File: config.mk
export PLATFORM = sky130hd
export DESIGN_NAME = qpu_dtcm_icb_dma_flat
export DESIGN_NICKNAME = d
export VERILOG_FILES = /design/src/rtl/qpu_dtcm_icb_dma_pkg.sv /design/src/rtl/qpu_dtcm_icb_dma_if.sv /design/src/rtl/qpu_dtcm_icb_dma.sv /design/src/flat_wrapper.sv
export SDC_FILE = /design/constraint.sdc
export NUM_CORES = 1
export LEC_CHECK = 0
export ABC_AREA = 0
export BUFFER_PORTS_ARGS = -buffer_cell sky130_fd_sc_hd__buf_2
export CAP_MARGIN = 5
export CORE_UTILIZATION = 37
export CTS_BUF_LIST = sky130_fd_sc_hd__clkbuf_16
export DETAILED_ROUTE_END_ITERATION = 10
export PLACE_DENSITY = 0.7
export SETUP_SLACK_MARGIN = 0.2
export SLEW_MARGIN = 20
export SYNTH_ARGS = -nofsm -noshare
export SYNTH_HDL_FRONTEND = slang
export SYNTH_SLANG_ARGS = --single-unit
File: constraint.sdc
create_clock -name clk -period 1.7 [get_ports clk]
set_input_delay 0.17 -clock clk [delete_from_list [all_inputs] [get_ports clk]]
set_output_delay 0.17 -clock clk [all_outputs]
set_load 0.05 [all_outputs]
File: src/rtl/qpu_dtcm_icb_dma_pkg.sv
// Shared types and constants for the DTCM ICB block mover.
// Width defaults mirror the DTCM controller's address/data widths.
package qpu_dtcm_icb_dma_pkg;

  localparam int QPU_DTCM_ADDR_WIDTH = 16;
  localparam int QPU_DTCM_DATA_WIDTH = 32;
  localparam int QPU_DTCM_LEN_WIDTH  = 8;
  localparam int QPU_DMA_WORD_STRIDE = 4;

  typedef enum logic [2:0] {
    ST_IDLE  = 3'b000,
    ST_FETCH = 3'b001,
    ST_CMD   = 3'b010,
    ST_RSP   = 3'b011,
    ST_DONE  = 3'b100
  } dma_state_t;

  function automatic logic [3:0] cmd_wmask(input logic is_read);
    return is_read ? 4'h0 : 4'hF;
  endfunction

endpackage

File: src/rtl/qpu_dtcm_icb_dma_if.sv
// Control, write/read word streams and ICB initiator signals of the block mover.
// master = the mover itself; slave = its environment (controller, streams, DTCM ICB port).
interface qpu_dtcm_icb_dma_if
  import qpu_dtcm_icb_dma_pkg::*;
#(
  parameter int AW   = QPU_DTCM_ADDR_WIDTH,
  parameter int LENW = QPU_DTCM_LEN_WIDTH
) ();

  logic            start;
  logic            start_read;
  logic [AW-1:0]   start_addr;
  logic [LENW-1:0] start_len;
  logic            busy;
  logic            done;

  logic            wr_valid;
  logic            wr_ready;
  logic [31:0]     wr_data;

  logic            rd_valid;
  logic            rd_ready;
  logic [31:0]     rd_data;

  logic            icb_cmd_valid;
  logic            icb_cmd_ready;
  logic [AW-1:0]   icb_cmd_addr;
  logic            icb_cmd_read;
  logic [31:0]     icb_cmd_wdata;
  logic [3:0]      icb_cmd_wmask;
  logic            icb_rsp_valid;
  logic            icb_rsp_ready;
  logic [31:0]     icb_rsp_rdata;

  modport master (
    input  start, start_read, start_addr, start_len,
    output busy, done,
    input  wr_valid, wr_data,
    output wr_ready,
    output rd_valid, rd_data,
    input  rd_ready,
    output icb_cmd_valid, icb_cmd_addr, icb_cmd_read, icb_cmd_wdata, icb_cmd_wmask,
    input  icb_cmd_ready,
    input  icb_rsp_valid, icb_rsp_rdata,
    output icb_rsp_ready
  );

  modport slave (
    output start, start_read, start_addr, start_len,
    input  busy, done,
    output wr_valid, wr_data,
    input  wr_ready,
    input  rd_valid, rd_data,
    output rd_ready,
    input  icb_cmd_valid, icb_cmd_addr, icb_cmd_read, icb_cmd_wdata, icb_cmd_wmask,
    output icb_cmd_ready,
    output icb_rsp_valid, icb_rsp_rdata,
    input  icb_rsp_ready
  );

endinterface

File: src/rtl/qpu_dtcm_icb_dma.sv
// Single-outstanding ICB initiator moving a block of words between DTCM and valid/ready streams.
// 3 cycles/word write, 2 cycles/word read; stalls indefinitely on either stream or ICB backpressure.
module qpu_dtcm_icb_dma
  import qpu_dtcm_icb_dma_pkg::*;
#(
  parameter int AW   = QPU_DTCM_ADDR_WIDTH,
  parameter int LENW = QPU_DTCM_LEN_WIDTH
) (
  input  logic               clk,
  input  logic               rst,
  qpu_dtcm_icb_dma_if.master bus
);

  dma_state_t      state, state_nxt;
  logic            dir_read;
  logic [AW-1:0]   addr;
  logic [LENW-1:0] cnt;
  logic [31:0]     wdata;

  logic            rsp_hs;
  logic            wr_ready;
  logic            rd_valid;
  logic [31:0]     rd_data;
  logic            cmd_valid;
  logic            rsp_ready;
  logic [3:0]      wmask;

  always_comb begin
    state_nxt = state;
    wr_ready  = 1'b0;
    rd_valid  = 1'b0;
    rd_data   = '0;
    cmd_valid = 1'b0;
    rsp_ready = 1'b0;
    wmask     = 4'h0;
    rsp_hs    = 1'b0;
    case (state)
      ST_IDLE: begin
        if (bus.start) begin
          if (bus.start_len == '0) state_nxt = ST_DONE;
          else if (bus.start_read) state_nxt = ST_CMD;
          else                     state_nxt = ST_FETCH;
        end
      end
      ST_FETCH: begin
        wr_ready = 1'b1;
        if (bus.wr_valid) state_nxt = ST_CMD;
      end
      ST_CMD: begin
        cmd_valid = 1'b1;
        wmask     = cmd_wmask(dir_read);
        if (bus.icb_cmd_ready) state_nxt = ST_RSP;
      end
      ST_RSP: begin
        // Read responses flow straight to the stream; only rd_ready gates the ICB ack.
        if (dir_read) begin
          rd_valid  = bus.icb_rsp_valid;
          rd_data   = bus.icb_rsp_rdata;
          rsp_ready = bus.rd_ready;
        end else begin
          rsp_ready = 1'b1;
        end
        rsp_hs = bus.icb_rsp_valid && rsp_ready;
        if (rsp_hs) begin
          if (cnt == LENW'(1)) state_nxt = ST_DONE;
          else if (dir_read)   state_nxt = ST_CMD;
          else                 state_nxt = ST_FETCH;
        end
      end
      ST_DONE: state_nxt = ST_IDLE;
      default: state_nxt = ST_IDLE;
    endcase
  end

  always_ff @(posedge clk or posedge rst) begin
    if (rst) begin
      state    <= ST_IDLE;
      dir_read <= 1'b0;
      addr     <= '0;
      cnt      <= '0;
      wdata    <= '0;
    end else begin
      state <= state_nxt;
      case (state)
        ST_IDLE: begin
          if (bus.start) begin
            dir_read <= bus.start_read;
            addr     <= bus.start_addr & ~AW'(3);
            cnt      <= bus.start_len;
          end
        end
        ST_FETCH: if (bus.wr_valid) wdata <= bus.wr_data;
        ST_RSP: begin
          if (rsp_hs) begin
            cnt  <= cnt - LENW'(1);
            addr <= addr + AW'(QPU_DMA_WORD_STRIDE);
          end
        end
        default: ;
      endcase
    end
  end

  assign bus.busy          = (state != ST_IDLE);
  assign bus.done          = (state == ST_DONE);
  assign bus.wr_ready      = wr_ready;
  assign bus.rd_valid      = rd_valid;
  assign bus.rd_data       = rd_data;
  assign bus.icb_cmd_valid = cmd_valid;
  assign bus.icb_cmd_addr  = addr;
  assign bus.icb_cmd_read  = dir_read;
  assign bus.icb_cmd_wdata = wdata;
  assign bus.icb_cmd_wmask = wmask;
  assign bus.icb_rsp_ready = rsp_ready;

endmodule
File: src/flat_wrapper.sv
// flat-port wrapper written by rule: the top's interface ports become plain ports
module qpu_dtcm_icb_dma_flat import qpu_dtcm_icb_dma_pkg::*;
#(
  parameter int AW   = QPU_DTCM_ADDR_WIDTH,
  parameter int LENW = QPU_DTCM_LEN_WIDTH
)
  (clk, rst, bus_start, bus_start_read, bus_start_addr, bus_start_len, bus_busy, bus_done, bus_wr_valid, bus_wr_data, bus_wr_ready, bus_rd_valid, bus_rd_data, bus_rd_ready, bus_icb_cmd_valid, bus_icb_cmd_addr, bus_icb_cmd_read, bus_icb_cmd_wdata, bus_icb_cmd_wmask, bus_icb_cmd_ready, bus_icb_rsp_valid, bus_icb_rsp_rdata, bus_icb_rsp_ready);
  qpu_dtcm_icb_dma_if #(.AW(AW), .LENW(LENW)) bus_i ();
  input  logic clk;
  input  logic rst;
  input wire logic [$bits(bus_i.start)-1:0] bus_start;
  input wire logic [$bits(bus_i.start_read)-1:0] bus_start_read;
  input wire logic [$bits(bus_i.start_addr)-1:0] bus_start_addr;
  input wire logic [$bits(bus_i.start_len)-1:0] bus_start_len;
  output wire logic [$bits(bus_i.busy)-1:0] bus_busy;
  output wire logic [$bits(bus_i.done)-1:0] bus_done;
  input wire logic [$bits(bus_i.wr_valid)-1:0] bus_wr_valid;
  input wire logic [$bits(bus_i.wr_data)-1:0] bus_wr_data;
  output wire logic [$bits(bus_i.wr_ready)-1:0] bus_wr_ready;
  output wire logic [$bits(bus_i.rd_valid)-1:0] bus_rd_valid;
  output wire logic [$bits(bus_i.rd_data)-1:0] bus_rd_data;
  input wire logic [$bits(bus_i.rd_ready)-1:0] bus_rd_ready;
  output wire logic [$bits(bus_i.icb_cmd_valid)-1:0] bus_icb_cmd_valid;
  output wire logic [$bits(bus_i.icb_cmd_addr)-1:0] bus_icb_cmd_addr;
  output wire logic [$bits(bus_i.icb_cmd_read)-1:0] bus_icb_cmd_read;
  output wire logic [$bits(bus_i.icb_cmd_wdata)-1:0] bus_icb_cmd_wdata;
  output wire logic [$bits(bus_i.icb_cmd_wmask)-1:0] bus_icb_cmd_wmask;
  input wire logic [$bits(bus_i.icb_cmd_ready)-1:0] bus_icb_cmd_ready;
  input wire logic [$bits(bus_i.icb_rsp_valid)-1:0] bus_icb_rsp_valid;
  input wire logic [$bits(bus_i.icb_rsp_rdata)-1:0] bus_icb_rsp_rdata;
  output wire logic [$bits(bus_i.icb_rsp_ready)-1:0] bus_icb_rsp_ready;
  assign bus_i.start = bus_start;
  assign bus_i.start_read = bus_start_read;
  assign bus_i.start_addr = bus_start_addr;
  assign bus_i.start_len = bus_start_len;
  assign bus_busy = bus_i.busy;
  assign bus_done = bus_i.done;
  assign bus_i.wr_valid = bus_wr_valid;
  assign bus_i.wr_data = bus_wr_data;
  assign bus_wr_ready = bus_i.wr_ready;
  assign bus_rd_valid = bus_i.rd_valid;
  assign bus_rd_data = bus_i.rd_data;
  assign bus_i.rd_ready = bus_rd_ready;
  assign bus_icb_cmd_valid = bus_i.icb_cmd_valid;
  assign bus_icb_cmd_addr = bus_i.icb_cmd_addr;
  assign bus_icb_cmd_read = bus_i.icb_cmd_read;
  assign bus_icb_cmd_wdata = bus_i.icb_cmd_wdata;
  assign bus_icb_cmd_wmask = bus_i.icb_cmd_wmask;
  assign bus_i.icb_cmd_ready = bus_icb_cmd_ready;
  assign bus_i.icb_rsp_valid = bus_icb_rsp_valid;
  assign bus_i.icb_rsp_rdata = bus_icb_rsp_rdata;
  assign bus_icb_rsp_ready = bus_i.icb_rsp_ready;
  qpu_dtcm_icb_dma #(.AW(AW), .LENW(LENW)) u_core (.clk(clk), .rst(rst), .bus(bus_i));
endmodule
======== Word-level counts from Yosys, hierarchy flattened ========
Cells that the tools add are included.
storage, ports and cells
  register bits ........................... 60
  bits of input ports ..................... 96
  output and inout port bits .............. 91
  logic and storage cells ................. 53
operators by class
  $add $sub $neg .......................... 2
  equal/unequal tests ..................... 10
  muxes and demuxes ....................... 27
  reduce and logical (&&, ||, !) cells .... 9
operators by type and width
  kind                                                                      number
  32-bit 2-to-1 mux                                                         2
  16-bit 2-to-1 mux                                                         2
  16-bit case mux with 2 select lines                                       1
  3-bit 2-to-1 mux                                                          6
  16-bit by 3-bit adder with 16-bit output (second input constant)          1
  8-bit 2-to-1 mux                                                          2
  8-bit case mux with 2 select lines                                        1
  3-bit case mux with 4 select lines                                        1
  8-bit by 1-bit equality test with 1-bit output (second input constant)    1
  8-bit zero test                                                           1
  1-bit 2-to-1 mux                                                          8
  4-bit 2-to-1 mux                                                          2
  8-bit by 1-bit subtractor with 8-bit output (second input constant)       1
  3-bit by 2-bit equality test with 1-bit output (second input constant)    2
  2-bit inequality test (second input constant)                             3
  2-bit 2-to-1 mux                                                          2
  2-bit by 1-bit inequality test with 1-bit output (second input constant)  2
  2-bit AND reduction                                                       2
  4-bit AND reduction                                                       1
  3-bit by 1-bit equality test with 1-bit output (second input constant)    1
  3-bit equality test (second input constant)                               1
  3-bit zero test                                                           1
  3-bit AND reduction                                                       1
  3-bit nonzero test                                                        1
  2 further kinds                                                           2

======== Depth between registers and ports, before layout ========
Gate-level depths: netlist of run 1.
  depth in word-level cells ............... 6
  gate-level depth with buffers ........... 8
  mapped depth without buffers ............ 6

======== Worst setup path after synthesis of run 1 ========
OpenSTA, ideal clock, no wires.
  path kind ............................... register to output
  start point ............................. reg u_core.state[0]
  end point ............................... out bus_icb_cmd_wmask[1]
  arrival time ............................ 2.101 ns
  data required time ...................... 1.530 ns
  path slack .............................. -0.571 ns
  cell stages (with the launch flop) ...... 5
  buffers on the path ..................... 2
  path through ............................ dfrtp_1 buf_2 or3b_2 nor2_1 buf_4
between the ends
  longest elaborated chain between the ends .. 2
RTL lines
  element                                         RTL line                source
  start: declaration                              qpu_dtcm_icb_dma.sv:14  dma_state_t state, state_nxt;
  start signal: assignment                        qpu_dtcm_icb_dma.sv:83  state <= state_nxt;
  3-bit by 2-bit equality test with 1-bit output  qpu_dtcm_icb_dma.sv:37  case (state)
  4-bit 2-to-1 mux                                qpu_dtcm_icb_dma.sv:37
  end: declaration                                flat_wrapper.sv:27      output wire logic [$bits(bus_i.icb_cmd_wmask)-1:0] bus_icb_cmd_wmask;
No other way between the ends.

======== Worst setup path in the final report of run 1 ========
  start point ............................. reg u_core.state[2]
  end point ............................... out bus_rd_data[7]
between the ends
  longest elaborated chain between the ends .. 2
RTL lines
  element                                         RTL line                source
  3-bit by 2-bit equality test with 1-bit output  qpu_dtcm_icb_dma.sv:37
  32-bit 2-to-1 mux                               qpu_dtcm_icb_dma.sv:37
  end: declaration                                flat_wrapper.sv:21      output wire logic [$bits(bus_i.rd_data)-1:0] bus_rd_data;
No other way between the ends.

==> results_dict.tcl, run 1 <==
set metrics [dict create \
    status "finished with violations" \
    violations "negative setup slack" \
    rsz0062_at_grt "yes" \
    antenna_found_initial 0 \
    drc 0 \
    slew_viol_final 0 \
    path_max_fanout 17 \
    ys.flop_type "dfrtp_1" \
    grt_pass1_vias 3377 \
    cp.required_ns 1.53 \
    synth-seq-cells 58 \
    crit_path_end_kind "output pin" \
    postSynthCellCount 323 \
    fin_crit_sh 1.080 \
    fin_util 0.7538 \
    tightest_slew_ns 0.5962 \
    synth.distinct_cells 50 \
    coreArea_sq_um 8299 \
    yosys.area_share.simple 0.1823 \
    clk_latency_ns 0.33 \
    crit_path_start_kind "register" \
    port_buffers 182 \
    async_flop_share 1.000 \
    drt_iter0_drc 187 \
    syn_area_sq_um 3218 \
    fin_ws_ns -0.1360 \
    grt_max_degree 39 \
    period_needed_ns 1.836 \
    synth_mux_area_frac 0.1186 \
    cts_sinks 58 \
    cp-endpoint "bus_rd_data[7]" \
    rows 33 \
    cts_max_level 3 \
    die_height_microns 95.26 \
    cts.clk_slew.worst_paths_ns 0.06 \
    ios 187 \
    worst-path-buf-inv 2 \
    antenna_left 0 \
    min_path_type "input pin to register" \
    setup_violations 82 \
    stdcell_area_sq_um 6256 \
    synth_fa_ha_area_frac 0.01166 \
    max-slew-margin-rel 0.6017 \
    drive_gt1_frac 0.7099 \
    r2r_start "u_core.state[0]" \
    grt_first_pass_wirelength_mm 17.05 \
    wl_mm 12.84 \
    synth-edff-count 0 \
    hold_viol_final 0 \
    power.density_nw_per_um2 2358 \
    die-area_sq_um 9074 \
    fin_nets 649 \
    crit_cells 4 \
    area_delta_synth_final_pct 94.40 \
    gp_congestion 0.8350 \
    fin_tns_setup_ns -4.847 \
    worst-setup-path-type "register to output pin" \
    grt-ovfl-total 0 \
    ff2ff_setup_slack_ns -0.08 \
    clock_path_buffers 2 \
    crit_slowest_cell "dfrtp_2" \
    cap_violations 0 \
    hpwl_mm 6.979 \
    irDropWorstVdd_mv 1.310 \
    firstDrtPassIters 4 \
    path_delay_family "simple AND/OR/NAND/NOR gates" \
    synth_compound_area_frac 0.1645 \
    fillerInstances 552 \
    rr_endpoint "u_core.state[1]" \
    grt_usage 0.2493 \
    syn_area_per_cell_sq_um 9.963 \
    die_w_microns 95.26 \
    vias_per_cell 5.420 \
    rr_worst_depth 6 \
    crit_path_max_incr_delay_ns 0.43 \
    start_util 0.3878 \
    synth_xor_area_frac 0 \
    crit_path_start "u_core.state[2]" \
    cts_tree "done" \
    clock.fmax_mhz 544.7 \
    yosys_warnings 0 \
    wl_per_cell_microns 19.46 \
    fin_skew_ns 0.007654 \
    synth_top_family_by_area "simple AND/OR/NAND/NOR gates" \
    cts_buffers 9 \
    placed_area_sq_um 4684 \
    via_count 3577 \
    cts-root-buf "clkbuf_16" \
    p_leak_nw 2.919 \
    n_antenna_cell 0 \
    worstPathArrival_ns 1.67 \
    cp_cell_sequence "and3b_2, clkbuf_16, and3_4, buf_8" \
    ys_seq_area_frac 0.4510 \
]
worst min-delay path by stage:
stage | from | to | slack, ns | cells after the start
detailed placement | rst | u_core.bus.icb_cmd_wdata[15] | 0.27 | 2
finish | bus_wr_data[10] | u_core.bus.icb_cmd_wdata[10] | 0.08 | 2
CTS | bus_wr_data[6] | u_core.bus.icb_cmd_wdata[6] | 0.06 | 2
global route | bus_wr_data[10] | u_core.bus.icb_cmd_wdata[10] | 0.06 | 2
global placement | rst | u_core.bus.icb_cmd_wdata[15] | 0.27 | 2
floorplan | rst | u_core.bus.icb_cmd_addr[10] | 0.26 | 1
cells by family (layout without fill, tap and decap cells):
| group | count (synthesis) | in the layout |
|---|---|---|
| other cells | 1 | 2 |
| buf+inv | 42 | 273 |
| mux | 34 | 34 |
| simple gates | 104 | 104 |
| fa+ha+maj | 3 | 3 |
| compound gates | 81 | 81 |
| flops | 58 | 58 |
sequential cells by signal (all words and copies together) (netlist names):
| name | flops |
|---|---|
| u_core.bus.icb_cmd_addr | 14 |
| u_core.cnt | 8 |
| u_core.state | 3 |
| u_core.bus.icb_cmd_read | 1 |
| u_core.bus.icb_cmd_wdata | 32 |
report_power, final:
group          total, mW  switching [mW]  internal, mW
clock network       1.63           0.658         0.975
logic               10.4            5.95          4.41
registers           2.75           0.659          2.10
total               14.8            7.27          7.48
through the flow:
| step | worst slack (ns) | total power, mW | hold slack [ns] | std cells |
|---|---|---|---|---|
| 2_1_floorplan | -0.2172 | 8.643 | 0.2629 | 324 |
| 3_3_place_gp | 0.04641 | 10.06 | 0.2661 | 603 |
| 3_5_place_dp | -0.01762 | 10.20 | 0.2727 | 603 |
| 4_1_cts | -0.07762 | 13.23 | 0.06381 | 644 |
| 5_1_grt | -0.1546 | 15.36 | 0.06406 | 660 |
| 6_report | -0.1360 | 14.75 | 0.07608 | 660 |
layer usage:
layer,vias up,track usage,part of all wire
li1,1639,-,-
met4,0,0.09596,0.019
met3,19,0.05423,0.050
met5,-,0,0
met1,1787,0.3103,0.40
met2,132,0.4196,0.53
worst reg2reg max path, cell delays in order, from the launching register on:
cell	delay, ns
dfrtp_2	0.44
and3b_2	0.29
buf_6	0.15
buf_6	0.14
clkbuf_16	0.15
a311oi_1	0.35
o31ai_1	0.12
placed cells by master (no fill, tap or decap), types with 3 or more instances in the layout:
cell type and count:
buf_4 18, buf_12 10, dfrtp_2 10, nor3_1 4
clkinvlp_4 7, o21ai_2 9, and3_2 4, o22ai_2 5
a21oi_2 10, and3_4 29, buf_6 30, inv_1 7
nand2_4 4, nor2_1 13, dfrtp_1 48, mux2_4 32
o21ai_1 10, a22oi_1 3, a31oi_1 3, buf_8 36
buf_2 140, nand2_1 13, and4_1 4, and2_4 3
buf_16 3, nor4_1 3, a21oi_1 14, o21ai_0 3
nand3_1 7, clkbuf_16 18
cell type report:
cell class                 count  area (sq um)  share of cell area
tap                          105         131.4             0.02100
multi-input combinational    224          2110              0.3372
timing repair buffer         247          2232              0.3568
inverter                      10         47.55            0.007600
sequential                    58          1464              0.2340
clock buffer                   9         225.2             0.03600
clock inverter                 7         46.29            0.007400
what timing repair did:
action                                 in CTS  in global routing
endpoints found under the hold margin      21                  0
gates cloned                                4                  8
resized for setup                         146                 78
pin swaps                                   6                 25
setup endpoints to repair                 101                101
hold buffers                                1                  0
buffers inserted                           20                  8
Yosys cell counts (2+ instances only):
master      n  area, sq um
dfrtp_1    58         1451
and3_1     35        219.0
mux2_2     32        360.4
a21oi_1    24        120.1
o21ai_0    20        100.1
nand2_1    17        63.81
nor2_1     15        56.30
clkbuf_1   14        52.55
buf_4      12        90.09
inv_1      10        37.54
nand3_1     8        40.04
o22ai_1     7        43.79
nor4_1      5        31.28
and4_1      4        35.03
nor3_1      4        20.02
a22oi_1     3        22.52
a2bb2oi_1   3        26.28
a31oi_1     3        18.77
a32oi_1     3        26.28
and2_1      3        18.77
buf_6       3        33.78
ha_1        3        37.54
a41o_1      2        20.02
buf_2       2        10.01
nand2b_1    2        12.51
nand4_1     2        12.51
nor3b_1     2        15.01
o21ai_1     2        10.01
o2bb2a_2    2        22.52
o31ai_1     2        15.01
or3b_2      2        17.52
(Power assumes the default switching activity.)
==> run 2: changes to the inputs <==
- CORE_ASPECT_RATIO: unset -> 0.75
- SETUP_SLACK_MARGIN: 0.2 -> unset
==> results_dict.tcl, run 2 (synthesis results as in run 1) <==
set metrics [dict create \
    pwr-share-seq 0.213 \
    dp.cells 600 \
    die_w_microns 109.7 \
    die-area_sq_um 9078 \
    grt_usage 0.1981 \
    final_common_cell "buf_2" \
    cp_cell_sequence "and3b_2, buf_12, and3_4, buf_8" \
    layout_common_cells "buf_2 (140), dfrtp_1 (53), mux2_4 (30)" \
    p_int_mw 6.056 \
    irDropWorstVdd_mv 1.448 \
    worst-path-buf-inv 2 \
    die_height_microns 82.77 \
    path_delay_family "simple AND/OR/NAND/NOR gates" \
    placed_area_sq_um 4497 \
    gp_congestion 0.7864 \
    area_delta_synth_final_pct 61.63 \
    drt_iter0_drc 179 \
    rsz0062_at_grt "yes" \
    cap_violations 0 \
    crit_slowest_cell "dfrtp_2" \
    worst-setup-path-type "register to output pin" \
    grt_pass1_vias 2853 \
    fin_tns_setup_ns -2.182 \
    crit_path_start_kind "register" \
    n_antenna_cell 0 \
    cts_sinks 58 \
    rr_endpoint "u_core.bus.icb_cmd_addr[11]" \
    fin_util 0.6152 \
    wl_mm 9.411 \
    hold_depth 2 \
    cts_tree "done" \
    cp.required_ns 1.53 \
    p_switching_mw 6.248 \
    crit_path_max_incr_delay_ns 0.42 \
    period_needed_ns 1.784 \
    cts.clk_slew.worst_paths_ns 0.05 \
    crit_path_end_kind "output pin" \
    drc 0 \
    violations "negative setup slack" \
    vias_per_cell 5.222 \
    stdcell_area_sq_um 5201 \
    hold_viol_final 0 \
    p_leak_nw 2.570 \
    setup_violations 38 \
    hp-start "bus_wr_data[16]" \
    via_count 3264 \
    cts_buffers 9 \
    holdPathEnd "u_core.bus.icb_cmd_wdata[16]" \
    clock_path_buffers 2 \
    ff2ff_setup_slack_ns 0.03 \
    status "finished with violations" \
    grt_max_degree 39 \
    path_max_fanout 23 \
    fin_nets 611 \
    min_path_type "input pin to register" \
    pwr-share-clk 0.132 \
    pwr-share-comb 0.655 \
    fin_ws_ns -0.08368 \
    layoutNonFillerInstCount 625 \
    fin_skew_ns 0.007169 \
    drive_gt1_frac 0.5938 \
    cts_max_level 3 \
    clk_latency_ns 0.32 \
    rr_worst_depth 6 \
    worstPathArrival_ns 1.61 \
    firstDrtPassIters 4 \
    r2r_start "u_core.state[1]" \
    antenna_left 0 \
    hpwl_mm 6.363 \
    grt-ovfl-total 0 \
    p_sw_frac 0.5078 \
    coreArea_sq_um 8454 \
    largest_reg_flops 32 \
    wl_per_cell_microns 15.06 \
    start_util 0.3806 \
    power.density_nw_per_um2 2366 \
    grt_first_pass_wirelength_mm 13.63 \
    fin_crit_sh 1.049 \
    port_buffers 182 \
    holdWs_ns 0.07665 \
    clock.fmax_mhz 560.6 \
    cts-root-buf "clkbuf_16" \
    slew_viol_final 0 \
    antenna_found_initial 0 \
    rows 29 \
    ios 187 \
]
-- run 2: changes by cell type in the layout (fill, tap and decap cells not counted), moves of 6 or more --
| cell | delta |
|---|---|
| o21ai_2 | -9 |
| o22ai_1 | +6 |
| and3_4 | -23 |
| o21ai_0 | +14 |
| and3_2 | +17 |
| buf_8 | -24 |
| a21oi_1 | +9 |
| clkbuf_16 | -9 |
| a21oi_2 | -8 |
| and3_1 | +6 |
-- run 2: through the flow --
stage               worst slack, ns  total power [mW]
floorplan                   -0.2172             8.292
global placement            0.09377             9.711
detailed placement          0.05172             9.849
CTS                        -0.07183             12.11
global route                -0.1388             12.98
finish                     -0.08368             12.30
-- run 2: layer usage --
layer  wire length [microns]  GRT usage  vias up
met4                     144    0.07333        0
met1                    4036     0.2474     1529
met3                     763    0.06593       13
met2                    4465     0.3201      160
li1                        -          -     1562
met5                       0          0        -
-- run 2: how the worst max path moves through the flow --
stage / from / end / cells past startpoint
finish: u_core.state[2] / bus_rd_data[27] / 4
global route: u_core.state[2] / bus_rd_data[30] / 4
CTS: u_core.state[2] / bus_rd_data[18] / 4
detailed placement: u_core.state[0] / u_core.cnt[4] / 7
global placement: u_core.state[2] / bus_rd_data[27] / 4
floorplan: u_core.state[2] / u_core.bus.icb_cmd_wdata[0] / 5
-- run 2: power by group through the flow --
| stage | Clock, mW | Sequential (mW) | Combinational, mW |
|---|---|---|---|
| global route | 1.74 | 2.72 | 8.52 |
| CTS | 1.66 | 2.61 | 7.84 |
| global placement | 0 | 2.59 | 7.12 |
| floorplan | 0 | 4.53 | 3.77 |
| finish | 1.62 | 2.62 | 8.06 |
| detailed placement | 0 | 2.63 | 7.22 |
-- run 2: what timing repair did --
action,in CTS,in global routing
setup buffers,3,4
hold buffers,1,0
resized for setup,89,19
pin swaps,3,3
endpoints found under the setup margin,40,49
cloned,1,0
endpoints found under the hold margin,20,0
-- run 2: layout make-up --
type                            instances  area [sq um]
Fill cell                             697          3253
Multi-Input combinational cell        224          1767
Timing Repair Buffer                  209          1533
Sequential cell                        58          1458
Clock buffer                            9         225.2
Tap cell                              108         135.1
Clock inverter                          7         46.29
Inverter                               10         37.54
-- run 2: worst register-to-register path: stages, from the launching register on --
cell	delay [ns]
dfrtp_1	0.42
and3b_2	0.27
buf_4	0.17
a32oi_4	0.19
buf_12	0.20
a21oi_1	0.06
o2bb2a_2	0.25
==> run 3: changes to the inputs <==
- ABC_AREA: 0 -> 1
- PLACE_DENSITY: 0.7 -> 0.71
==> results_dict.tcl, run 3 <==
set metrics [dict create \
    status "finished, final reports clean" \
    grt_usage 0.2147 \
    synth-edff-count 0 \
    grt_first_pass_wirelength_mm 16.66 \
    via_count 4048 \
    yosys_warnings 0 \
    syn_area_per_cell_sq_um 6.625 \
    postSynthCellCount 526 \
    drive_gt1_frac 0.3816 \
    clock_path_buffers 2 \
    ys_seq_area_frac 0.4165 \
    min_path_type "input pin to register" \
    worst-setup-path-type "register to output pin" \
    cts_tree "done" \
    p_switching_mw 6.530 \
    hold_depth 3 \
    holdWs_ns 0.07049 \
    cts_max_level 3 \
    firstDrtPassIters 5 \
    layout_common_cells "nand2_1 (201), buf_2 (142), nor2_1 (58)" \
    synthTopCellsByArea "dfrtp_1 (42%), nand2_1 (22%), nor2_1 (10%)" \
    irDropWorstVdd_mv 1.296 \
    wl_mm 10.97 \
    synth_common_cells "nand2_1 (202), nor2_1 (93), dfrtp_1 (58)" \
    cts_sinks 58 \
    p_int_mw 5.478 \
    crit_path_start_kind "register" \
    p_leak_nw 2.900 \
    synth_top_area_frac 0.4165 \
    die_w_microns 114.1 \
    fillerInstances 821 \
    start_util 0.3836 \
    grt_max_degree 37 \
    hp-start "bus_wr_data[14]" \
    yosysMostFrequentCell "nand2_1" \
    power.density_nw_per_um2 2197 \
    slew_viol_final 0 \
    crit_path_start "u_core.state[0]" \
    pwr-share-clk 0.159 \
    drc 0 \
    largest_reg_flops 32 \
    rr_worst_depth 6 \
    path_max_fanout 9 \
    period_needed_ns 1.700 \
    cp.required_ns 1.53 \
    cts.clk_slew.worst_paths_ns 0.05 \
    vias_per_cell 4.785 \
    synth-seq-cells 58 \
    antenna_found_initial 0 \
    pwr-share-seq 0.216 \
    finalPower_mw 12.01 \
    setup_violations 0 \
    wl_per_cell_microns 12.97 \
    yosys.area.top_type "dfrtp_1" \
    grt-ovfl-total 0 \
    port_buffers 182 \
    hold_viol_final 0 \
    clock.fmax_mhz 588.4 \
    grt_pass1_vias 3554 \
    dp_slack_ns 0.04948 \
    clk_latency_ns 0.32 \
    n_antenna_cell 0 \
    area_delta_synth_final_pct 56.84 \
    fin_crit_sh 0.9998 \
    antenna_left 0 \
    cts_buffers 9 \
    cts-root-buf "clkbuf_16" \
    hpwl_mm 7.218 \
    rsz0062_at_grt "yes" \
    async_flop_share 1.000 \
    p_sw_frac 0.5438 \
    gp_congestion 0.8471 \
    cap_violations 0 \
    die-area_sq_um 9814 \
    synth.distinct_cells 27 \
    drt_iter0_drc 305 \
    ys.flop_type "dfrtp_1" \
    rows 30 \
    final_common_cell "nand2_1" \
    crit_path_end_kind "output pin" \
    pwr-share-comb 0.625 \
    fin_skew_ns 0.005859 \
    die_height_microns 86.05 \
    worstPathArrival_ns 1.53 \
    fin_nets 812 \
    r2r_start "u_core.state[0]" \
    ios 187 \
    syn_area_sq_um 3485 \
    fin_ws_ns 0.0003821 \
    coreArea_sq_um 9084 \
]
## run 3: cell count changes in the layout (fill, tap and decap cells not counted), sizes merged, moves of 5 or more
cell    delta
a21oi     -25
and3      -35
buf       -11
clkbuf     +7
inv       +27
mux2      -33
nand2    +187
nand3     +45
nor2      +84
nor4       -5
o22ai      -7
## run 3: stage by stage
step | cells | setup TNS, ns | utilization | instance area, sq um
final | 846 | 0 | 0.6017 | 5465
after floorplan | 527 | -0.07562 | - | 3625
after global routing | 846 | -1.508 | 0.6017 | 5465
after detailed placement | 820 | 0 | 0.5105 | 4637
after global placement | 820 | 0 | 0.5105 | 4637
after CTS | 839 | 0 | 0.5616 | 5101
## run 3: timing repair
item                                    in CTS  in global routing
pin swaps                                    1                  1
endpoints found under the hold margin       58                  0
gates cloned                                 1                  4
resized for setup                           41                 67
setup buffers                                1                  3
hold buffers                                 1                  0
endpoints found under the setup margin      34                 54
## run 3: cell type report
type	instances	area, sq um	share of cell area
clock buffer	9	225.2	0.04121
clock inverter	7	85.08	0.01557
inverter	36	135.1	0.02473
multi-input combinational	404	1978	0.3620
sequential	58	1455	0.2663
tap	128	160.2	0.02930
timing repair buffer	204	1426	0.2610
## run 3: cell families (layout without fill, tap and decap cells)
| logic type | count (synthesis) | count (layout) | share of synthesized area |
|---|---|---|---|
| buf+inv | 66 | 256 | 0.08725 |
| compound gates | 24 | 24 | 0.04094 |
| simple gates | 371 | 372 | 0.4359 |
| xor+xnor | 3 | 3 | 0.007542 |
| other cells | 1 | 2 | 0.001076 |
| fa+ha+maj | 3 | 3 | 0.01077 |
| flops | 58 | 58 | 0.4165 |
## run 3: power by group through the flow
stage	combinational [mW]	sequential, mW	clock [mW]
2_1_floorplan	3.48	4.29	0
3_3_place_gp	6.52	2.55	0
3_5_place_dp	6.63	2.57	0
4_1_cts	6.89	2.57	1.94
5_1_grt	8.09	2.68	2.02
6_report	7.50	2.60	1.91
## run 3: worst paths after layout
| check | endpoint | slack [ns] |
|---|---|---|
| worst max-delay path | bus_rd_data[12] | 0.0004 |
| worst min-delay path | u_core.bus.icb_cmd_wdata[14] | 0.07 |
| worst max register to register | u_core.bus.icb_cmd_addr[3] | 0.10 |
| worst min register to register | u_core.bus.icb_cmd_wdata[25] | 0.47 |
| max in group asynchronous | u_core.state[0] | 0.90 |
| min in group asynchronous | u_core.bus.icb_cmd_addr[2] | 0.45 |
## run 3: worst max-delay path, cell delays in order (launching register included)
cell,delay [ns]
dfrtp_1,0.38
inv_2,0.06
nor2_4,0.16
nand2_8,0.12
clkbuf_16,0.21
nor2_2,0.10
buf_6,0.17
## run 3: routing by layer
metal | vias to the layer above | global-route usage | part of all wire
met2 | 150 | 0.3399 | 0.48
met1 | 1880 | 0.2822 | 0.43
met3 | 19 | 0.06007 | 0.073
met4 | 0 | 0.07438 | 0.013
li1 | 1999 | - | -
met5 | - | 0 | 0
